<file path="src/rtl/seg_pkg.sv">
// Shared constants for the 7-segment scan driver: active-low segment codes,
// slot index width and the scan state encoding.
package seg_pkg;

    localparam int SLOT_W = 2;

    localparam logic [6:0] SEG_BLANK = 7'h7F;

    // Active-low {g,f,e,d,c,b,a} patterns for digits 0..9
    localparam logic [6:0] SEG_CODE [10] = '{
        7'h40, 7'h79, 7'h24, 7'h30, 7'h19,
        7'h12, 7'h02, 7'h78, 7'h00, 7'h10
    };

    typedef enum logic [0:0] {
        ST_WAIT = 1'b0,
        ST_SCAN = 1'b1
    } scan_state_t;

    // Bit k set when slot k and every slot to its left hold zero; slot 3 never blanks.
    function automatic logic [3:0] lead_zero_mask(input logic [15:0] d);
        logic [3:0] m;
        m[0] = (d[15:12] == 4'd0);
        m[1] = m[0] & (d[11:8] == 4'd0);
        m[2] = m[1] & (d[7:4] == 4'd0);
        m[3] = 1'b0;
        return m;
    endfunction

endpackage

</file>
<file path="src/rtl/seg_scan_driver_if.sv">
// Digit source / display bus of the scan driver; master is the upstream
// digit mux and controls, slave is the driver itself.
interface seg_scan_driver_if;

    logic [15:0] digits_in;
    logic        page_auto;
    logic        page_next;
    logic        blank_lead;
    logic [3:0]  dp_mask;
    logic [1:0]  page_sel;
    logic [3:0]  an;
    logic [6:0]  seg;
    logic        dp;
    logic        frame_tick;

    modport master (
        output digits_in, page_auto, page_next, blank_lead, dp_mask,
        input  page_sel, an, seg, dp, frame_tick
    );

    modport slave (
        input  digits_in, page_auto, page_next, blank_lead, dp_mask,
        output page_sel, an, seg, dp, frame_tick
    );

endinterface

</file>
<file path="src/rtl/bcd_to_seg7.sv">
// Combinational BCD to active-low 7-segment decoder; codes above 9 are blank.
module bcd_to_seg7
    import seg_pkg::*;
(
    input  logic [3:0] bcd,
    output logic [6:0] seg
);

    always_comb begin
        seg = SEG_BLANK;
        if (bcd < 4'd10) seg = SEG_CODE[bcd];
    end

endmodule

</file>
<file path="src/rtl/seg_scan_driver.sv">
// Four-digit multiplexed 7-segment scanner with page selection, leading-zero
// blanking and per-slot dead time.
//
// state   | meaning
// ST_WAIT | first prescaler period after reset; display dark, no slot active
// ST_SCAN | cycling through slots 0..3, one prescaler period each
module seg_scan_driver
    import seg_pkg::*;
#(
    parameter int SCAN_DIV  = 50000,
    parameter int DEAD      = 4,
    parameter int PAGE_HOLD = 500
) (
    input logic              clk,
    input logic              rst_n,
    seg_scan_driver_if.slave bus
);

    localparam int PW = $clog2(SCAN_DIV);
    localparam int FW = (PAGE_HOLD > 1) ? $clog2(PAGE_HOLD) : 1;
    localparam logic [PW-1:0] PRESC_LAST = PW'(SCAN_DIV - 1);
    localparam logic [PW-1:0] DEAD_LAST  = PW'(DEAD - 1);
    localparam logic [FW-1:0] FRAME_LAST = FW'(PAGE_HOLD - 1);

    logic [PW-1:0]     presc;
    logic              slot_tick;
    scan_state_t       state, state_nxt;
    logic [SLOT_W-1:0] slot, slot_nxt;
    logic              enter_slot0, enter_slot3;

    logic [15:0]       snap, snap_nxt;
    logic [3:0]        digit;
    logic [3:0]        lz_mask;
    logic              lead_blank;
    logic [6:0]        seg_dec, seg_d;
    logic              dp_d;

    logic [1:0]        page_sel_q;
    logic              pending;
    logic [FW-1:0]     frame_cnt;
    logic              auto_req, advance;

    logic [3:0]        an_q;
    logic [6:0]        seg_q;
    logic              dp_q;
    logic              ft_q;

    assign slot_tick = (presc == PRESC_LAST);

    always_ff @(posedge clk or negedge rst_n) begin
        if (!rst_n) begin
            presc <= '0;
        end else if (slot_tick) begin
            presc <= '0;
        end else begin
            presc <= presc + 1'b1;
        end
    end

    always_ff @(posedge clk or negedge rst_n) begin
        if (!rst_n) begin
            state <= ST_WAIT;
            slot  <= '0;
        end else begin
            state <= state_nxt;
            slot  <= slot_nxt;
        end
    end

    // The first tick after reset enters slot 0 without advancing the index.
    always_comb begin
        state_nxt   = state;
        slot_nxt    = slot;
        enter_slot0 = 1'b0;
        enter_slot3 = 1'b0;
        if (slot_tick) begin
            case (state)
                ST_WAIT: begin
                    state_nxt   = ST_SCAN;
                    enter_slot0 = 1'b1;
                end
                ST_SCAN: begin
                    slot_nxt    = slot + 1'b1;
                    enter_slot0 = (&slot);
                    enter_slot3 = (slot == SLOT_W'(2));
                end
                default: state_nxt = ST_WAIT;
            endcase
        end
    end

    always_ff @(posedge clk or negedge rst_n) begin
        if (!rst_n) begin
            snap <= '0;
        end else begin
            snap <= snap_nxt;
        end
    end

    assign snap_nxt = enter_slot0 ? bus.digits_in : snap;

    // Decode the digit the next slot will show so seg/dp switch with the slot.
    always_comb begin
        case (slot_nxt)
            2'd1:    digit = snap_nxt[11:8];
            2'd2:    digit = snap_nxt[7:4];
            2'd3:    digit = snap_nxt[3:0];
            default: digit = snap_nxt[15:12];
        endcase
    end

    bcd_to_seg7 u_dec (
        .bcd (digit),
        .seg (seg_dec)
    );

    assign lz_mask    = lead_zero_mask(snap_nxt);
    assign lead_blank = bus.blank_lead & lz_mask[slot_nxt];
    assign seg_d      = lead_blank ? SEG_BLANK : seg_dec;
    // For a 2-bit slot, ~slot_nxt is 3 - slot_nxt (bit 3 is the leftmost digit).
    assign dp_d       = ~bus.dp_mask[~slot_nxt];

    always_ff @(posedge clk or negedge rst_n) begin
        if (!rst_n) begin
            an_q  <= 4'b1111;
            seg_q <= SEG_BLANK;
            dp_q  <= 1'b1;
            ft_q  <= 1'b0;
        end else begin
            ft_q <= enter_slot0;
            if (slot_tick) begin
                an_q <= 4'b1111;
            end else if (state == ST_SCAN && presc == DEAD_LAST) begin
                an_q <= ~(4'b1000 >> slot);
            end
            if (slot_tick) begin
                seg_q <= seg_d;
                dp_q  <= dp_d;
            end
        end
    end

    // Page changes only when entering slot 3, a full slot ahead of the snapshot.
    assign auto_req = bus.page_auto && (frame_cnt == FRAME_LAST);
    assign advance  = enter_slot3 && (pending || bus.page_next || auto_req);

    always_ff @(posedge clk or negedge rst_n) begin
        if (!rst_n) begin
            pending    <= 1'b0;
            page_sel_q <= 2'd0;
            frame_cnt  <= '0;
        end else begin
            if (enter_slot3) begin
                pending <= 1'b0;
            end else if (bus.page_next) begin
                pending <= 1'b1;
            end

            if (advance) begin
                page_sel_q <= page_sel_q + 2'd1;
            end

            if (!bus.page_auto || advance) begin
                frame_cnt <= '0;
            end else if (enter_slot3) begin
                frame_cnt <= frame_cnt + 1'b1;
            end
        end
    end

    assign bus.an         = an_q;
    assign bus.seg        = seg_q;
    assign bus.dp         = dp_q;
    assign bus.frame_tick = ft_q;
    assign bus.page_sel   = page_sel_q;

endmodule

</file>
<file path="src/flat_wrapper.sv">
// flat-port wrapper written by rule: the top's interface ports become plain ports
module seg_scan_driver_flat import seg_pkg::*;
#(
    parameter int SCAN_DIV  = 50000,
    parameter int DEAD      = 4,
    parameter int PAGE_HOLD = 500
)
  (clk, rst_n, bus_digits_in, bus_page_auto, bus_page_next, bus_blank_lead, bus_dp_mask, bus_page_sel, bus_an, bus_seg, bus_dp, bus_frame_tick);
  seg_scan_driver_if bus_i ();
  input logic clk;
  input logic rst_n;
  input wire logic [$bits(bus_i.digits_in)-1:0] bus_digits_in;
  input wire logic [$bits(bus_i.page_auto)-1:0] bus_page_auto;
  input wire logic [$bits(bus_i.page_next)-1:0] bus_page_next;
  input wire logic [$bits(bus_i.blank_lead)-1:0] bus_blank_lead;
  input wire logic [$bits(bus_i.dp_mask)-1:0] bus_dp_mask;
  output wire logic [$bits(bus_i.page_sel)-1:0] bus_page_sel;
  output wire logic [$bits(bus_i.an)-1:0] bus_an;
  output wire logic [$bits(bus_i.seg)-1:0] bus_seg;
  output wire logic [$bits(bus_i.dp)-1:0] bus_dp;
  output wire logic [$bits(bus_i.frame_tick)-1:0] bus_frame_tick;
  assign bus_i.digits_in = bus_digits_in;
  assign bus_i.page_auto = bus_page_auto;
  assign bus_i.page_next = bus_page_next;
  assign bus_i.blank_lead = bus_blank_lead;
  assign bus_i.dp_mask = bus_dp_mask;
  assign bus_page_sel = bus_i.page_sel;
  assign bus_an = bus_i.an;
  assign bus_seg = bus_i.seg;
  assign bus_dp = bus_i.dp;
  assign bus_frame_tick = bus_i.frame_tick;
  seg_scan_driver #(.SCAN_DIV(SCAN_DIV), .DEAD(DEAD), .PAGE_HOLD(PAGE_HOLD)) u_core (.clk(clk), .rst_n(rst_n), .bus(bus_i));
endmodule
</file>
<file path="config.mk">
export PLATFORM = sky130hd
export DESIGN_NAME = seg_scan_driver_flat
export DESIGN_NICKNAME = d
export VERILOG_FILES = /design/src/rtl/seg_pkg.sv /design/src/rtl/seg_scan_driver_if.sv /design/src/rtl/bcd_to_seg7.sv /design/src/rtl/seg_scan_driver.sv /design/src/flat_wrapper.sv
export SDC_FILE = /design/constraint.sdc
export NUM_CORES = 1
export LEC_CHECK = 0
export ABC_AREA = 0
export CAP_MARGIN = 10
export CORE_MARGIN = 3
export CORE_UTILIZATION = 50
export DETAILED_ROUTE_END_ITERATION = 12
export GPL_ROUTABILITY_DRIVEN = 0
export PLACE_DENSITY = 0.76
export SYNTH_ARGS = -nofsm -noshare
export SYNTH_HDL_FRONTEND = slang
export SYNTH_SLANG_ARGS = --single-unit
</file>
<file path="constraint.sdc">
create_clock -name clk -period 3 [get_ports clk]
set_input_delay 0.3 -clock clk [delete_from_list [all_inputs] [get_ports clk]]
set_output_delay 0.3 -clock clk [all_outputs]
set_load 0.01 [all_outputs]
</file>
== Word-level counts from Yosys, hierarchy flattened ==
Memory sizes are Yosys's and may differ from the RTL's.
Cells that the tools add are included.
Storage, ports and cells
  memory bits (writable): 0
  register bits: 60
  memories kept: 1
  memory bits (read-only): 112
  bits in latches: 0
  logic and storage cells: 73
Memories
  (name not given): depth 16, width 7, rd ports 1, clocked after memory_dff 0, write ports 0, line bcd_to_seg7.sv:11  | if (bcd < 4'd10) seg = SEG_CODE[bcd];
Operators by class
  $lt $le $gt $ge: 4
  shift operators: 1
  add/subtract/negate cells: 4
  bitwise operators: 8
  equality and inequality tests: 7
  divide/modulo/power cells: 0
  reductions and logical operators: 14
  multiply operators: 0
  multiplexer cells: 23
Operator list (count)
  16-bit two-way mux: 2
  7-bit two-way mux: 4
  9-bit two-way mux: 2
  16-bit by 1-bit adder with 16-bit output (second input constant): 1
  16-bit equality test (second input constant): 1
  16-bit by 2-bit equality test with 1-bit output (second input constant): 1
  4-bit logical NOT: 3
  4-bit one-hot mux with 3 select lines: 1
  9-bit by 1-bit adder with 9-bit output (second input constant): 1
  9-bit equality test (second input constant): 1
  4-bit two-way mux: 2
  1-bit two-way mux: 7
  2-bit equality test (second input constant): 3
  2-bit by 3-bit less-than comparator with 1-bit output (second input constant): 2
  2-bit nonzero test: 3
  5-bit >= comparator (second input constant): 1
  4-bit inverter with 5-bit output: 1
  2-bit by 1-bit adder with 2-bit output (second input constant): 2
  1-bit binary-select mux with 2-bit select: 2
  4-bit less-than comparator (second input constant): 1
  2-bit two-way mux: 2
  4-bit inverter: 1
  4-bit by 2-bit right shift with 4-bit output (first input constant): 1
  1-bit AND: 3
  other kinds (8): 13

== Logic depth before layout (Yosys ltp) ==
Gate-level depths: netlist (run 1).
  depth after elaboration: 11
  mapped depth: 14
  depth with buffers taken out: 13

== Hierarchy ==
A second synthesis (run 1) with hierarchy kept.
Second synthesis, totals
  cell total of the unflattened synthesis: 302
  area, all modules: 3253.1 um^2
Modules (own cells, without submodules)
  seg_scan_driver: area an instance 3055.4 um^2, sequential area each 1516.5 um^2, cells an instance 272, times used 1
  bcd_to_seg7: area an instance 197.7 um^2, sequential area each 0.0 um^2, cells an instance 30, times used 1

== Least setup slack after synthesis (run 1) ==
Ideal clock, no wire load.
  path kind: register to register
  start: register u_core.presc[11]
  end: register u_core.seg_q[3] (netlist: u_core.bus.seg[3])
  slack: -245 ps
  stages on the path, launching flop included: 14
  clock period less this slack: 3245 ps
  data arrival time: 3150 ps
  buffers on the path: 1
  data required time: 2905 ps
  cells stage by stage: dfrtp_1 > or4_4 > nor4_4 > mux2i_2 > clkinv_2 > buf_8 > mux2i_1 > mux2i_1 > inv_1 > ha_1 > inv_1 > o21a_1 > o21ai_0 > a21oi_1
Between the ends
  word-level cells in the longest chain between the ends: 10
  elaborated cells on any way between the ends: 23
  classes of those cells: 1 x order compare; 4 x eq/ne; 10 x mux; 4 x bitwise; 3 x reduce/logical; 1 x memory
RTL lines
  start, declared: line seg_scan_driver.sv:25  | logic [PW-1:0] presc;
  start signal, assigned: line seg_scan_driver.sv:56  | presc <= presc + 1'b1;
  16-bit equality test *: line seg_scan_driver.sv:48  | assign slot_tick = (presc == PRESC_LAST);
  2-bit two-way mux *: line seg_scan_driver.sv:76  | if (slot_tick) begin
  via u_core.slot_nxt[1]: line seg_scan_driver.sv:28  | logic [SLOT_W-1:0] slot, slot_nxt;
  2-bit equality test or 2-bit by 1-bit equality test with 1-bit output (tied branches): line seg_scan_driver.sv:104  | case (slot_nxt)
  4-bit one-hot mux with 3 select lines: line seg_scan_driver.sv:104
  4-bit inverter with 5-bit output (implied by the code): line bcd_to_seg7.sv:11
  memory read 16 x 7 bit
  7-bit two-way mux (implied by the code) (2 in series): line bcd_to_seg7.sv:11
  7-bit two-way mux: line bcd_to_seg7.sv:11
  7-bit two-way mux *: line seg_scan_driver.sv:119  | assign seg_d = lead_blank ? SEG_BLANK : seg_dec;
  end signal, assigned: line seg_scan_driver.sv:137  | seg_q <= seg_d;
  end, declared: line seg_scan_driver.sv:44  | logic [6:0] seg_q;
The timed path passes the listed nets; every way through them passes the cells marked *. The select of a mux whose other input is x is not followed.
A chain may end at the register's enable or synchronous reset.

== Final worst setup path (run 1) ==
  start: register u_core.presc[10]
  end: register u_core.seg_q[0] (netlist: u_core.bus.seg[0])
Between the ends
  word-level cells in the longest chain between the ends: 10
  elaborated cells on any way between the ends: 23
  classes of those cells: 1 x order compare; 4 x eq/ne; 10 x mux; 4 x bitwise; 3 x reduce/logical; 1 x memory
RTL lines (line)
  16-bit equality test *: seg_scan_driver.sv:48
  2-bit two-way mux or 1-bit two-way mux (tied branches): seg_scan_driver.sv:76
  2-bit equality test, or another cell as far along: seg_scan_driver.sv:104
  4-bit one-hot mux with 3 select lines, or another cell as far along: seg_scan_driver.sv:104
  4-bit inverter with 5-bit output (implied by the code) or 1-bit AND (tied branches): bcd_to_seg7.sv:11, seg_pkg.sv:24
  memory read 16 x 7 bit or 1-bit AND (tied branches)
  7-bit two-way mux (implied by the code) or 1-bit binary-select mux with 2-bit select (tied branches): bcd_to_seg7.sv:11, seg_scan_driver.sv:118
  7-bit two-way mux (implied by the code) or 1-bit two-way mux (tied branches): bcd_to_seg7.sv:11, seg_scan_driver.sv:118
  7-bit two-way mux or 1-bit AND (tied branches): bcd_to_seg7.sv:11, seg_scan_driver.sv:118
  7-bit two-way mux: seg_scan_driver.sv:119
Every way passes the cells marked *; elsewhere a longest branch is shown, timed or not. The select of a mux whose other input is x is not followed.

==> impl_results.html, run 1 <==
<table>
<tr><th>Metric</th><th>Value</th></tr>
<tr><th colspan="2">Pwr</th></tr>
<tr><td>Proportion of power drawn by combinational gates</td><td>0.032</td></tr>
<tr><td>Worst IR drop on VDD</td><td>roughly 320 uV</td></tr>
<tr><td>Pwr dens</td><td>roughly 410 nW/um^2</td></tr>
<tr><td>Sequential group share of total power</td><td>0.454</td></tr>
<tr><td>Switching Fraction</td><td>0.207</td></tr>
<tr><td>Leak pwr</td><td>1.80 nW</td></tr>
<tr><td>Net switching power</td><td>~0.00037 W</td></tr>
<tr><td>Portion of total power attributed to the clock network</td><td>0.514</td></tr>
<tr><td>Internal power consumption</td><td>between 0.001 and 0.0015 W</td></tr>
<tr><th colspan="2">Drt</th></tr>
<tr><td>DRT Wirelength</td><td>8250 um</td></tr>
<tr><td>DR WL/cell</td><td>about 17 um</td></tr>
<tr><td>Router iterations before antenna repair</td><td>5</td></tr>
<tr><td>DR vias/cell</td><td>approximately 5.8</td></tr>
<tr><td>Number of vias after detailed routing</td><td>around 2800</td></tr>
<tr><td>Post-route antenna net violation count</td><td>0</td></tr>
<tr><td>Post-detailed-route DRC marker count</td><td>0</td></tr>
<tr><td>Number of violations reported at the end of detailed-routing iteration 0</td><td>between 100 and 150</td></tr>
<tr><th colspan="2">Placed design</th></tr>
<tr><td>Total placed instance area</td><td>3880 um^2</td></tr>
<tr><td>I/O Buffers</td><td>39</td></tr>
<tr><td>DP HPWL</td><td>around 5400 um</td></tr>
<tr><th colspan="2">Worst setup path</th></tr>
<tr><td>Crit end category</td><td>flip-flop</td></tr>
<tr><td>Data arrival time of the critical path</td><td>3360 ps</td></tr>
<tr><td>Buf+Inv Stages, Crit Path</td><td>3</td></tr>
<tr><td>Top delay family on crit path</td><td>simple AND/OR/NAND/NOR gates</td></tr>
<tr><td>Data required, critical path</td><td>around 3300 ps</td></tr>
<tr><td>Delay of the slowest cell on the worst path</td><td>roughly 550 ps</td></tr>
<tr><td>CP Class</td><td>flip-flop to flip-flop</td></tr>
<tr><td>Maximum fanout along the worst path</td><td>9</td></tr>
<tr><td>Critical Path Start Type</td><td>flip-flop</td></tr>
<tr><td>Cells traversed along the worst timing path</td><td>or4_4, buf_6, nor4_4, mux2i_4, inv_4, buf_12, nand4_1, nand4_4, ha_1, mux2_2, nand2_1, a21oi_2</td></tr>
<tr><td>Cell at the slowest stage of the critical path</td><td>sky130_fd_sc_hd__or4_4</td></tr>
<tr><th colspan="2">Timing</th></tr>
<tr><td>Count of endpoints failing hold in the final timing report</td><td>0</td></tr>
<tr><td>Headroom to the max-slew limit</td><td>0.622</td></tr>
<tr><td>Final Worst Setup Slack</td><td>-75.5 ps</td></tr>
<tr><td>Final hold slack</td><td>about 460 ps</td></tr>
<tr><td>Post-route minimum period</td><td>roughly 3100 ps</td></tr>
<tr><td>RSZ-0062 raised after global routing</td><td>true</td></tr>
<tr><td>Achievable clock frequency</td><td>0.325 GHz</td></tr>
<tr><td>Actual slew at the worst max-slew pin</td><td>roughly 570 ps</td></tr>
<tr><td>Total count of max-transition violations in the final report</td><td>0</td></tr>
<tr><td>Number of failing setup endpoints in the final timing report</td><td>7</td></tr>
<tr><td>Worst clock skew</td><td>around 12 ps</td></tr>
<tr><td>Post-route clock period utilization</td><td>1.03</td></tr>
<tr><th colspan="2">Logic synthesis</th></tr>
<tr><td>Largest family of logic cells by synthesized area</td><td>simple AND/OR/NAND/NOR gates</td></tr>
<tr><td>Adder and majority cell fraction of the synthesized area</td><td>0.0465</td></tr>
<tr><td>Mean instance size in the synthesized netlist</td><td>approximately 10 um^2</td></tr>
<tr><td>Most used flip-flop cell after synthesis</td><td>sky130_fd_sc_hd__dfrtp_1</td></tr>
<tr><td>Top post-synthesis cells by area</td><td>sky130_fd_sc_hd__dfrtp_1 (37%), sky130_fd_sc_hd__dfstp_2 (9.8%), sky130_fd_sc_hd__nand4_1 (5.8%), sky130_fd_sc_hd__ha_1 (4.6%), sky130_fd_sc_hd__nand2_1 (4.2%)</td></tr>
<tr><td>Xor/xnor share of the synthesized area</td><td>0.0619</td></tr>
<tr><td>Share of the synthesized area in compound gates (AO/OA/AOI/OAI)</td><td>0.0801</td></tr>
<tr><td>Post-synthesis sequential element count</td><td>60</td></tr>
<tr><td>Synth warn</td><td>0</td></tr>
<tr><td>Mux share of post-synthesis cell area</td><td>0.0372</td></tr>
<tr><td>Sequential element share of the synthesized area</td><td>0.469</td></tr>
<tr><td>Combined area of all synthesized cells</td><td>between 3000 and 4000 um^2</td></tr>
<tr><td>Unique cell type count in the Yosys netlist</td><td>55</td></tr>
<tr><td>Mapped Cells</td><td>about 310</td></tr>
<tr><td>FFs w/ async S/R, synth</td><td>1.00</td></tr>
<tr><td>Most area-hungry cell type in the Yosys netlist</td><td>sky130_fd_sc_hd__dfrtp_1</td></tr>
<tr><td>Net count of the mapped netlist</td><td>351</td></tr>
<tr><td>Number of synthesized flops with an enable pin</td><td>0</td></tr>
<tr><td>Synth top area share</td><td>0.372</td></tr>
<tr><td>Simple logic cell fraction of the synthesized area</td><td>0.261</td></tr>
<tr><th colspan="2">Clock tree</th></tr>
<tr><td>Root Buffer</td><td>sky130_fd_sc_hd__clkbuf_8</td></tr>
<tr><td>Clk_lat worst skew</td><td>350 ps</td></tr>
<tr><td>Sinks on the clock net</td><td>60</td></tr>
<tr><td>H-tree levels</td><td>3</td></tr>
<tr><td>Total clock buffers created by CTS</td><td>9</td></tr>
<tr><td>CTS tree</td><td>done</td></tr>
<tr><td>CTS clock-pin slew for the worst setup and hold paths</td><td>around 70 ps</td></tr>
<tr><td>Number of buffers on the longest clock path</td><td>2</td></tr>
<tr><th colspan="2">Floorplan</th></tr>
<tr><td>Standard cell core area</td><td>6100 um^2</td></tr>
<tr><td>Width of the die</td><td>86.4 um</td></tr>
<tr><td>Height of the die</td><td>about 86 um</td></tr>
<tr><td># rows</td><td>28</td></tr>
<tr><td>Die Outline Area</td><td>roughly 7500 um^2</td></tr>
<tr><td>Initial cell density of the core</td><td>0.530</td></tr>
<tr><td>I/O Pins</td><td>40</td></tr>
<tr><th colspan="2">Global route</th></tr>
<tr><td>Pin count of the biggest net entering global routing</td><td>37</td></tr>
<tr><td>Met3 GRT Util</td><td>0.0418</td></tr>
<tr><td>Overall overflow remaining after global route</td><td>0</td></tr>
<tr><td>GR Util All Layers</td><td>0.227</td></tr>
<tr><td>Via count of the first global-routing pass</td><td>~2700</td></tr>
<tr><td>Global-route wire length before repair</td><td>between 10000 and 15000 um</td></tr>
<tr><td>Met1 routing resource usage after global routing</td><td>0.302</td></tr>
<tr><td>Gr busiest metal</td><td>met2</td></tr>
<tr><td>Met2 capacity usage during global routing</td><td>0.354</td></tr>
<tr><td>Number of antenna violations at the first check in global routing</td><td>0</td></tr>
<tr><th colspan="2">Layout</th></tr>
<tr><td>Total non-filler cell area in the finished layout</td><td>4310 um^2</td></tr>
<tr><td>Area growth syn-to-layout</td><td>33.3%</td></tr>
<tr><td>Number of antenna cells inserted</td><td>0</td></tr>
<tr><td>Fraction of layout instances using a drive strength above 1</td><td>0.264</td></tr>
<tr><td>Number of nets in the layout</td><td>approximately 440</td></tr>
<tr><th colspan="2">Run status</th></tr>
<tr><td>Result of the run</td><td>complete, but fails checks</td></tr>
<tr><td>Failing checks</td><td>negative setup slack</td></tr>
<tr><th colspan="2">Min path</th></tr>
<tr><td>Worst min path class</td><td>flip-flop to flip-flop</td></tr>
<tr><th colspan="2">Job</th></tr>
<tr><td>Max-cap violation count</td><td>0</td></tr>
</table>
==> power by group through the flow <==
| stage | Clock (W) | Sequential (W) | Combinational (W) |
|---|---|---|---|
| floorplan | 0 | 0.000824 | 0.00000350 |
| global placement | 0 | 0.000824 | 0.0000562 |
| detailed placement | 0 | 0.000824 | 0.0000563 |
| CTS | 0.000925 | 0.000809 | 0.0000580 |
| global route | 0.000957 | 0.000809 | 0.0000619 |
| finish | 0.000916 | 0.000810 | 0.0000569 |
==> timing repair <==
| item | 4_1_cts | 5_1_grt |
|---|---|---|
| hold endpoints to repair | 12 | 0 |
| pin swaps | 3 | 9 |
| hold buffers | 1 | 0 |
| buffers inserted | 2 | 8 |
| endpoints found under the setup margin | 7 | 8 |
| gates resized for setup | 11 | 13 |
==> synthesized netlist by cell type, types with 2 or more instances <==
library cell,count
sky130_fd_sc_hd__a21boi_0,2
sky130_fd_sc_hd__nand4_2,3
sky130_fd_sc_hd__mux2i_1,5
sky130_fd_sc_hd__clkbuf_8,4
sky130_fd_sc_hd__nand3_1,14
sky130_fd_sc_hd__buf_6,2
sky130_fd_sc_hd__and3_1,6
sky130_fd_sc_hd__a21oi_1,11
sky130_fd_sc_hd__nor4_1,6
sky130_fd_sc_hd__inv_1,7
sky130_fd_sc_hd__or3_1,3
sky130_fd_sc_hd__nor3_1,2
sky130_fd_sc_hd__a21o_1,2
sky130_fd_sc_hd__dfstp_2,12
sky130_fd_sc_hd__nand4_1,30
sky130_fd_sc_hd__o211ai_1,4
sky130_fd_sc_hd__dfrtp_1,48
sky130_fd_sc_hd__xor2_1,14
sky130_fd_sc_hd__ha_1,12
sky130_fd_sc_hd__o21ai_0,16
sky130_fd_sc_hd__nand2b_1,2
sky130_fd_sc_hd__nand2_1,36
sky130_fd_sc_hd__xnor2_1,7
sky130_fd_sc_hd__mux2_2,5
sky130_fd_sc_hd__nor2_1,31
==> state kept, by name, summed over array words and instances (netlist names), 2 cells and up <==
signal and cells:
u_core.bus.seg 7, u_core.presc 16, u_core.frame_cnt 9, u_core.bus.page_sel 2, u_core.slot 2, u_core.snap 16
u_core.bus.an 4
==> cell families after synthesis <==
logic type	count (synthesis)
AO/OA/AOI/OAI	41
flip-flops	60
multiplexers	11
AND/OR/NAND/NOR	150
XOR/XNOR	22
buffers and inverters	18
adder cells (fa/ha/maj)	12
==> layout make-up <==
cell class	instances	area, um^2
repair buffers	84	753
fillers	445	1790
clock inverters	6	111
inverters	9	36.3
clock buffers	10	138
well taps	75	93.8
flip-flops and latches	60	1520
multi-input cells	236	1660
==> per-layer routing <==
layer,wire [um],vias up
met3,575,32
met4,266,0
met2,3940,121
li1,-,1297
met5,0,-
met1,3460,1343
==> cells in the final DEF (no fill, tap or decap), types with 3 or more instances in the layout <==
| cell | synthesis | layout |
|---|---|---|
| sky130_fd_sc_hd__a21oi_1 | 11 | 9 |
| sky130_fd_sc_hd__and3_1 | 6 | 6 |
| sky130_fd_sc_hd__buf_4 | 0 | 39 |
| sky130_fd_sc_hd__buf_6 | 2 | 4 |
| sky130_fd_sc_hd__bufinv_16 | 0 | 3 |
| sky130_fd_sc_hd__clkbuf_8 | 4 | 10 |
| sky130_fd_sc_hd__clkdlybuf4s50_1 | 0 | 38 |
| sky130_fd_sc_hd__dfrtp_1 | 48 | 48 |
| sky130_fd_sc_hd__dfstp_2 | 12 | 12 |
| sky130_fd_sc_hd__ha_1 | 12 | 11 |
| sky130_fd_sc_hd__inv_1 | 7 | 5 |
| sky130_fd_sc_hd__inv_2 | 1 | 3 |
| sky130_fd_sc_hd__mux2_2 | 5 | 5 |
| sky130_fd_sc_hd__mux2i_1 | 5 | 3 |
| sky130_fd_sc_hd__nand2_1 | 36 | 36 |
| sky130_fd_sc_hd__nand3_1 | 14 | 14 |
| sky130_fd_sc_hd__nand4_1 | 30 | 30 |
| sky130_fd_sc_hd__nand4_4 | 1 | 3 |
| sky130_fd_sc_hd__nor2_1 | 31 | 31 |
| sky130_fd_sc_hd__nor4_1 | 6 | 6 |
| sky130_fd_sc_hd__o211ai_1 | 4 | 4 |
| sky130_fd_sc_hd__o21ai_0 | 16 | 10 |
| sky130_fd_sc_hd__o21ai_1 | 0 | 5 |
| sky130_fd_sc_hd__or3_1 | 3 | 3 |
| sky130_fd_sc_hd__xnor2_1 | 7 | 7 |
| sky130_fd_sc_hd__xor2_1 | 14 | 14 |
==> metrics by stage <==
| stage | power [W] | util | setup slack (ps) | instances | setup TNS, ps |
|---|---|---|---|---|---|
| 2_1_floorplan | 0.000828 | - | -180 | 314 | -326 |
| 3_3_place_gp | 0.000880 | 0.637 | -48.4 | 453 | -316 |
| 3_5_place_dp | 0.000881 | 0.637 | -124 | 453 | -629 |
| 4_1_cts | 0.00179 | 0.688 | -37.9 | 472 | -46.1 |
| 5_1_grt | 0.00183 | 0.707 | -223 | 480 | -1300 |
| 6_report | 0.00178 | 0.707 | -75.5 | 480 | -280 |
==> worst paths after layout <==
path / startpoint / end / slack, ps / depth (start not counted)
max: u_core.presc[10] / u_core.bus.seg[0] / -80 / 12
min: u_core.presc[0] / u_core.presc[0] / 460 / 1
max reg2reg: u_core.presc[10] / u_core.bus.seg[0] / -80 / 12
min reg2reg: u_core.presc[0] / u_core.presc[0] / 460 / 1
max in group asynchronous: rst_n / u_core.snap[5] / 1660 / 3
min in group asynchronous: rst_n / u_core.pending / 470 / 2
Power figures use the tool's default switching activity.
==> run 2: changes to the inputs <==
Settings changed: CELL_PAD_IN_SITES_DETAIL_PLACEMENT set to 0, CELL_PAD_IN_SITES_GLOBAL_PLACEMENT set to 1, CORE_UTILIZATION 50 to 39, PLACE_DENSITY 0.76 to unset, PLACE_DENSITY_LB_ADDON set to 0.1.
==> run 2 against run 1 <==
  * The run now ends clean
  * Via count fell by 4.4%
  * Clock skew barely moved
  * Global-route usage fell by 5.2 points
  * Clock power fell by 24%
  * Critical path depth did not move
  * Clock-buffer cell count rose by 4
  * Sequential share of layout area fell by 0.43 points
  * Worst setup slack improved by 100 ps
  * Cell area rose by 1.2%
  * Critical endpoint unchanged
  * Wire length fell by 4.8%
  * First-iteration DRC count fell by 42%
  * Flip-flop and latch count did not move
==> impl_results.html, run 2 (synthesized netlist as in run 1, its figures left out) <==
<table>
<tr><th>Metric</th><th>Value</th></tr>
<tr><th colspan="2">Worst setup path</th></tr>
<tr><td>Register-to-register path setup slack</td><td>between 20 and 30 ps</td></tr>
<tr><td>Maximum fanout along the worst path</td><td>5</td></tr>
<tr><td>Data required, critical path</td><td>about 3300 ps</td></tr>
<tr><td>Worst reg2reg path endpoint</td><td>u_core.bus.seg[0]</td></tr>
<tr><td>Data arrival time of the critical path</td><td>between 3000 and 4000 ps</td></tr>
<tr><td>Depth of the worst register-to-register path</td><td>12</td></tr>
<tr><td>Critical Path Start Type</td><td>flip-flop</td></tr>
<tr><td>Crit end category</td><td>flip-flop</td></tr>
<tr><td>CP Class</td><td>flip-flop to flip-flop</td></tr>
<tr><td>Worst reg2reg path startpoint</td><td>u_core.presc[7]</td></tr>
<tr><th colspan="2">Floorplan</th></tr>
<tr><td>Die Outline Area</td><td>approximately 9400 um^2</td></tr>
<tr><td>Height of the die</td><td>between 90 and 100 um</td></tr>
<tr><td>Width of the die</td><td>roughly 97 um</td></tr>
<tr><td># rows</td><td>32</td></tr>
<tr><td>I/O Pins</td><td>40</td></tr>
<tr><td>Initial cell density of the core</td><td>0.410</td></tr>
<tr><td>Standard cell core area</td><td>~7900 um^2</td></tr>
<tr><th colspan="2">Timing</th></tr>
<tr><td>Final hold slack</td><td>about 450 ps</td></tr>
<tr><td>Headroom to the max-slew limit</td><td>0.671</td></tr>
<tr><td>Post-route clock period utilization</td><td>0.992</td></tr>
<tr><td>Post-route minimum period</td><td>2970 ps</td></tr>
<tr><td>Worst clock skew</td><td>11.8 ps</td></tr>
<tr><td>RSZ-0062 raised after global routing</td><td>true</td></tr>
<tr><td>Total count of max-transition violations in the final report</td><td>0</td></tr>
<tr><td>Actual slew at the worst max-slew pin</td><td>494 ps</td></tr>
<tr><td>Final sum of negative setup slack</td><td>0 ps</td></tr>
<tr><td>Number of failing setup endpoints in the final timing report</td><td>0</td></tr>
<tr><td>Achievable clock frequency</td><td>roughly 0.34 GHz</td></tr>
<tr><td>Count of endpoints failing hold in the final timing report</td><td>0</td></tr>
<tr><th colspan="2">Pwr</th></tr>
<tr><td>Worst IR drop on VDD</td><td>between 150 and 200 uV</td></tr>
<tr><td>Leak pwr</td><td>1.80 nW</td></tr>
<tr><td>Pwr dens</td><td>roughly 360 nW/um^2</td></tr>
<tr><th colspan="2">Layout</th></tr>
<tr><td>Area of all sequential standard cells</td><td>between 1500 and 2000 um^2</td></tr>
<tr><td>Fraction of layout instances using a drive strength above 1</td><td>0.275</td></tr>
<tr><td>Area growth syn-to-layout</td><td>35.0%</td></tr>
<tr><td>Number of antenna cells inserted</td><td>0</td></tr>
<tr><td>Multi-input logic area</td><td>between 1500 and 2000 um^2</td></tr>
<tr><td>Leading cell type in the layout, fill and taps excluded</td><td>sky130_fd_sc_hd__dfrtp_1</td></tr>
<tr><td>Largest registers ranked by flip-flop count</td><td>u_core.presc x16, u_core.snap x16, u_core.frame_cnt x9</td></tr>
<tr><td>Fillers</td><td>a little over 700</td></tr>
<tr><td>Commonest cells after routing, fill and taps aside</td><td>sky130_fd_sc_hd__dfrtp_1 (48), sky130_fd_sc_hd__buf_4 (47), sky130_fd_sc_hd__clkdlybuf4s50_1 (38)</td></tr>
<tr><td>Number of nets in the layout</td><td>446</td></tr>
<tr><td>End-of-flow core utilization</td><td>0.553</td></tr>
<tr><th colspan="2">Drt</th></tr>
<tr><td>Post-detailed-route DRC marker count</td><td>0</td></tr>
<tr><td>Post-route antenna net violation count</td><td>0</td></tr>
<tr><td>Number of violations reported at the end of detailed-routing iteration 0</td><td>76</td></tr>
<tr><td>Router iterations before antenna repair</td><td>4</td></tr>
<tr><td>DRT Wirelength</td><td>a little under 8000 um</td></tr>
<tr><td>DR vias/cell</td><td>around 5.2</td></tr>
<tr><td>Number of vias after detailed routing</td><td>roughly 2700</td></tr>
<tr><td>DR WL/cell</td><td>between 15 and 20 um</td></tr>
<tr><th colspan="2">Min path</th></tr>
<tr><td>Hold Path Sink</td><td>u_core.presc[0]</td></tr>
<tr><td>Start point of the worst min-delay path</td><td>u_core.presc[0]</td></tr>
<tr><td>Worst min path class</td><td>flip-flop to flip-flop</td></tr>
<tr><td>Hold path cells</td><td>1</td></tr>
<tr><th colspan="2">Global route</th></tr>
<tr><td>GR Util All Layers</td><td>0.175</td></tr>
<tr><td>Overall overflow remaining after global route</td><td>0</td></tr>
<tr><td>Pin count of the biggest net entering global routing</td><td>32</td></tr>
<tr><td>Via count of the first global-routing pass</td><td>2615</td></tr>
<tr><td>Number of antenna violations at the first check in global routing</td><td>0</td></tr>
<tr><td>Global-route wire length before repair</td><td>roughly 13000 um</td></tr>
<tr><th colspan="2">Clock tree</th></tr>
<tr><td>CTS tree</td><td>done</td></tr>
<tr><td>Sinks on the clock net</td><td>60</td></tr>
<tr><td>Root Buffer</td><td>sky130_fd_sc_hd__clkbuf_8</td></tr>
<tr><td>Clk_lat worst skew</td><td>340 ps</td></tr>
<tr><td>Total clock buffers created by CTS</td><td>9</td></tr>
<tr><td>CTS clock-pin slew for the worst setup and hold paths</td><td>~70 ps</td></tr>
<tr><td>H-tree levels</td><td>3</td></tr>
<tr><td>Number of buffers on the longest clock path</td><td>2</td></tr>
<tr><th colspan="2">Placed design</th></tr>
<tr><td>DP HPWL</td><td>5670 um</td></tr>
<tr><td>I/O Buffers</td><td>39</td></tr>
<tr><th colspan="2">Run status</th></tr>
<tr><td>Result of the run</td><td>finished, final reports clean</td></tr>
<tr><th colspan="2">Job</th></tr>
<tr><td>Max-cap violation count</td><td>0</td></tr>
</table>
-- run 2: changes by cell type in the layout (fill, tap and decap cells not counted), moves of 2 or more --
| cell | delta |
|---|---|
| sky130_fd_sc_hd__ha_4 | +2 |
| sky130_fd_sc_hd__mux2_2 | -4 |
| sky130_fd_sc_hd__ha_1 | -3 |
| sky130_fd_sc_hd__buf_4 | +8 |
| sky130_fd_sc_hd__buf_6 | +2 |
| sky130_fd_sc_hd__clkbuf_1 | +5 |
| sky130_fd_sc_hd__bufinv_16 | -2 |
| sky130_fd_sc_hd__mux2_4 | +4 |
-- run 2: layer usage --
layer  GRT usage  share of wire  vias up
met5           0              0        -
met4      0.0648          0.017        0
met3      0.0324          0.032       11
met2       0.262           0.45       55
met1       0.251           0.50     1284
li1            -              -     1320
-- run 2: report_power, final --
group          internal [W]            switching (W)   total, W
Sequential         0.000810  0.000000000000000000144   0.000810
Combinational     0.0000312                0.0000265  0.0000576
Clock              0.000385                 0.000312   0.000697
-- run 2: how the worst max path moves through the flow --
stage,startpoint,endpoint,slack [ps]
2_1_floorplan,u_core.presc[5],u_core.bus.seg[3],-180
3_3_place_gp,u_core.presc[10],u_core.bus.seg[3],-50
3_5_place_dp,u_core.presc[10],u_core.bus.seg[3],-80
4_1_cts,u_core.presc[10],u_core.bus.seg[5],-40
5_1_grt,u_core.presc[7],u_core.bus.seg[3],-130
6_report,u_core.presc[7],u_core.bus.seg[0],30
-- run 2: layout make-up --
type                    count  area share
repair buffers             93       0.187
inverters                   9     0.00889
clock inverters             2     0.00803
flip-flops and latches     60       0.348
clock buffers              14      0.0327
well taps                 102      0.0293
multi-input cells         236       0.387
-- run 2: timing repair --
| item | in CTS | in global routing |
|---|---|---|
| hold endpoints to repair | 32 | 0 |
| setup endpoints to repair | 5 | 8 |
| setup buffers | 6 | 2 |
| hold buffers | 1 | 0 |
| pin swaps | 5 | 12 |
| resized for setup | 14 | 18 |
-- run 2: critical path: stages, from the launching register on --
cell and delay [ps]:
sky130_fd_sc_hd__dfrtp_1 400, sky130_fd_sc_hd__buf_4 140, sky130_fd_sc_hd__or3_4 320, sky130_fd_sc_hd__or4_4 530, sky130_fd_sc_hd__nor2_8 190, sky130_fd_sc_hd__mux2_4 330, sky130_fd_sc_hd__mux2i_2 160, sky130_fd_sc_hd__mux2i_2 110
sky130_fd_sc_hd__buf_4 160, sky130_fd_sc_hd__ha_2 170, sky130_fd_sc_hd__mux2_2 270, sky130_fd_sc_hd__nand2_1 70, sky130_fd_sc_hd__a21oi_1 60
-- run 2: metrics by stage --
stage / total power (W) / instances / instance area, um^2 / worst slack (ps)
6_report: 0.00156 / 516 / 4360 / 25.5
4_1_cts: 0.00158 / 514 / 4290 / -42.6
2_1_floorplan: 0.000828 / 314 / 3240 / -180
3_5_place_dp: 0.000882 / 491 / 3990 / -82.3
3_3_place_gp: 0.000883 / 491 / 3990 / -54.5
5_1_grt: 0.00162 / 516 / 4360 / -126
==> run 3: changes to the inputs <==
Settings changed: CORE_UTILIZATION 39 to 47.
Clock period 3 ns to 3.55 ns, I/O delays scaled along.
==> run 3 against run 2 <==
  * Global-route usage is 2.4 points higher
  * Combinational power is 18% lower
  * Die area is 16% lower
  * Via count is 6.0% lower
  * Sequential share of layout area is 4.4 points higher
  * Utilization is 4.3 points higher
  * Worst setup slack better by 170 ps
  * Register-to-register slack better by 170 ps
  * Worst hold slack worse by 280 ps
  * Highest routed layer unchanged
==> impl_results.html, run 3 (synthesized netlist as in run 1, its figures left out) <==
<table>
<tr><th>Metric</th><th>Value</th></tr>
<tr><th colspan="2">Run status</th></tr>
<tr><td>Result of the run</td><td>finished, final reports clean</td></tr>
<tr><th colspan="2">Layout</th></tr>
<tr><td>Number of nets in the layout</td><td>~400</td></tr>
<tr><td>Commonest cells after routing, fill and taps aside</td><td>sky130_fd_sc_hd__dfrtp_1 (48), sky130_fd_sc_hd__clkdlybuf4s50_1 (38), sky130_fd_sc_hd__nand2_1 (36)</td></tr>
<tr><td>Largest registers ranked by flip-flop count</td><td>u_core.presc x16, u_core.snap x16, u_core.frame_cnt x9</td></tr>
<tr><td>Fraction of layout instances using a drive strength above 1</td><td>0.163</td></tr>
<tr><td>Leading cell type in the layout, fill and taps excluded</td><td>sky130_fd_sc_hd__dfrtp_1</td></tr>
<tr><td>Number of antenna cells inserted</td><td>0</td></tr>
<tr><td>Area growth syn-to-layout</td><td>19.7%</td></tr>
<tr><td>End-of-flow core utilization</td><td>0.596</td></tr>
<tr><th colspan="2">Global route</th></tr>
<tr><td>Overall overflow remaining after global route</td><td>0</td></tr>
<tr><td>Via count of the first global-routing pass</td><td>roughly 2400</td></tr>
<tr><td>Pin count of the biggest net entering global routing</td><td>43</td></tr>
<tr><td>Global-route wire length before repair</td><td>12000 um</td></tr>
<tr><td>Number of antenna violations at the first check in global routing</td><td>0</td></tr>
<tr><td>GR Util All Layers</td><td>0.199</td></tr>
<tr><th colspan="2">Worst setup path</th></tr>
<tr><td>Critical Path Start Type</td><td>flip-flop</td></tr>
<tr><td>Register-to-register path setup slack</td><td>around 190 ps</td></tr>
<tr><td>Data required, critical path</td><td>between 3000 and 4000 ps</td></tr>
<tr><td>CP Class</td><td>flip-flop to flip-flop</td></tr>
<tr><td>Maximum fanout along the worst path</td><td>10</td></tr>
<tr><td>Crit end category</td><td>flip-flop</td></tr>
<tr><td>Data arrival time of the critical path</td><td>~3600 ps</td></tr>
<tr><th colspan="2">Timing</th></tr>
<tr><td>Post-route minimum period</td><td>~3400 ps</td></tr>
<tr><td>Headroom to the max-slew limit</td><td>0.362</td></tr>
<tr><td>Post-route clock period utilization</td><td>0.946</td></tr>
<tr><td>Total count of max-transition violations in the final report</td><td>0</td></tr>
<tr><td>Final sum of negative setup slack</td><td>0 ps</td></tr>
<tr><td>Actual slew at the worst max-slew pin</td><td>956 ps</td></tr>
<tr><td>RSZ-0062 raised after global routing</td><td>false</td></tr>
<tr><td>Achievable clock frequency</td><td>between 0.2 and 0.3 GHz</td></tr>
<tr><td>Count of endpoints failing hold in the final timing report</td><td>0</td></tr>
<tr><td>Worst clock skew</td><td>about 10 ps</td></tr>
<tr><td>Final Worst Setup Slack</td><td>roughly 190 ps</td></tr>
<tr><td>Number of failing setup endpoints in the final timing report</td><td>0</td></tr>
<tr><th colspan="2">Clock tree</th></tr>
<tr><td>Sinks on the clock net</td><td>60</td></tr>
<tr><td>H-tree levels</td><td>3</td></tr>
<tr><td>Number of buffers on the longest clock path</td><td>2</td></tr>
<tr><td>Setup Buffers After CTS</td><td>0</td></tr>
<tr><td>Root Buffer</td><td>sky130_fd_sc_hd__clkbuf_8</td></tr>
<tr><td>CTS tree</td><td>done</td></tr>
<tr><td>CTS clock-pin slew for the worst setup and hold paths</td><td>about 80 ps</td></tr>
<tr><td>Clk_lat worst skew</td><td>around 330 ps</td></tr>
<tr><td>Total clock buffers created by CTS</td><td>9</td></tr>
<tr><td>Number of gates resized after CTS</td><td>0</td></tr>
<tr><td>Number of hold buffers added after cts</td><td>0</td></tr>
<tr><th colspan="2">Pwr</th></tr>
<tr><td>Portion of total power attributed to the clock network</td><td>0.467</td></tr>
<tr><td>Net switching power</td><td>about 0.00030 W</td></tr>
<tr><td>Proportion of power drawn by combinational gates</td><td>0.034</td></tr>
<tr><td>Sequential group share of total power</td><td>0.498</td></tr>
<tr><td>Leak pwr</td><td>about 1.6 nW</td></tr>
<tr><td>Switching Fraction</td><td>0.220</td></tr>
<tr><td>Pwr dens</td><td>355 nW/um^2</td></tr>
<tr><td>Power, Total</td><td>between 0.001 and 0.0015 W</td></tr>
<tr><td>Internal power consumption</td><td>roughly 0.0011 W</td></tr>
<tr><td>Worst IR drop on VDD</td><td>210 uV</td></tr>
<tr><th colspan="2">Drt</th></tr>
<tr><td>Post-detailed-route DRC marker count</td><td>0</td></tr>
<tr><td>DR WL/cell</td><td>roughly 16 um</td></tr>
<tr><td>Number of violations reported at the end of detailed-routing iteration 0</td><td>about 180</td></tr>
<tr><td>Router iterations before antenna repair</td><td>4</td></tr>
<tr><td>DRT Wirelength</td><td>between 7000 and 8000 um</td></tr>
<tr><td>DR vias/cell</td><td>between 5 and 6</td></tr>
<tr><td>Number of vias after detailed routing</td><td>about 2500</td></tr>
<tr><td>Post-route antenna net violation count</td><td>0</td></tr>
<tr><th colspan="2">Job</th></tr>
<tr><td>Max-cap violation count</td><td>0</td></tr>
<tr><th colspan="2">Placed design</th></tr>
<tr><td>Worst slack after detailed placement</td><td>~190 ps</td></tr>
<tr><td>I/O Buffers</td><td>39</td></tr>
<tr><td>DP HPWL</td><td>5130 um</td></tr>
<tr><th colspan="2">Floorplan</th></tr>
<tr><td>I/O Pins</td><td>40</td></tr>
<tr><td># rows</td><td>29</td></tr>
<tr><td>Height of the die</td><td>a little under 90 um</td></tr>
<tr><td>Standard cell core area</td><td>roughly 6500 um^2</td></tr>
<tr><td>Initial cell density of the core</td><td>0.498</td></tr>
<tr><td>Width of the die</td><td>roughly 90 um</td></tr>
<tr><td>Die Outline Area</td><td>~7900 um^2</td></tr>
<tr><th colspan="2">Min path</th></tr>
<tr><td>Worst min path class</td><td>input pin to async pin</td></tr>
</table>
==> run 3: cell count changes in the layout (fill, tap and decap cells not counted), moves of 4 or more <==
cell | previous run | this run
sky130_fd_sc_hd__buf_4 | 47 | 7
sky130_fd_sc_hd__buf_6 | 6 | 0
sky130_fd_sc_hd__clkbuf_1 | 5 | 0
sky130_fd_sc_hd__o21ai_0 | 11 | 16
sky130_fd_sc_hd__clkinvlp_4 | 0 | 4
sky130_fd_sc_hd__ha_1 | 8 | 12
sky130_fd_sc_hd__mux2_2 | 1 | 5
sky130_fd_sc_hd__mux2_4 | 4 | 0
sky130_fd_sc_hd__o21ai_1 | 4 | 0
==> run 3: critical path, stage by stage (launching register included) <==
cell and delay [ps]:
sky130_fd_sc_hd__dfrtp_1 410, sky130_fd_sc_hd__or4_4 580, sky130_fd_sc_hd__or4_1 610, sky130_fd_sc_hd__nor2_8 210, sky130_fd_sc_hd__mux2_2 370, sky130_fd_sc_hd__mux2i_1 140
sky130_fd_sc_hd__mux2i_1 160, sky130_fd_sc_hd__inv_1 170, sky130_fd_sc_hd__ha_1 260, sky130_fd_sc_hd__inv_1 60, sky130_fd_sc_hd__o21a_1 110, sky130_fd_sc_hd__o21ai_0 70
sky130_fd_sc_hd__a21oi_1 150
==> run 3: path summary, 6_finish.rpt <==
kind / cells past startpoint / start / to
max in group asynchronous: 2 / rst_n / u_core.bus.dp
min in group clk: 1 / u_core.presc[0] / u_core.presc[0]
setup reg to reg: 12 / u_core.presc[10] / u_core.bus.seg[3]
setup / recovery: 12 / u_core.presc[10] / u_core.bus.seg[3]
hold / removal: 1 / rst_n / u_core.frame_cnt[5]
hold reg to reg: 1 / u_core.presc[0] / u_core.presc[0]
==> run 3: metrics by stage <==
stage	area [um^2]	hold slack [ps]	std cells
after floorplan	3230	59.4	314
after CTS	3870	203	444
after global placement	3660	453	428
final	3870	169	444
after global routing	3870	240	444
after detailed placement	3660	456	428
==> run 3: routing by layer <==
layer / track usage / share of wire
met1: 0.302 / 0.51
met2: 0.285 / 0.43
met3: 0.0304 / 0.051
met4: 0.0742 / 0.010
met5: 0 / 0
==> run 3: final cells by class <==
| class | count | area [um^2] |
|---|---|---|
| Fill cell | 548 | 2630 |
| Multi-Input combinational cell | 236 | 1570 |
| Sequential cell | 60 | 1520 |
| Timing Repair Buffer | 46 | 438 |
| Clock buffer | 11 | 151 |
| Tap cell | 77 | 96.3 |
| Clock inverter | 5 | 60.1 |
| Inverter | 9 | 35.0 |
==> run 3: power by group through the flow <==
stage	sequential [W]	combinational [W]	clock [W]
detailed placement	0.000697	0.0000486	0
floorplan	0.000697	0.00000296	0
global placement	0.000697	0.0000486	0
finish	0.000684	0.0000473	0.000641
CTS	0.000684	0.0000488	0.000655
global route	0.000684	0.0000524	0.000690
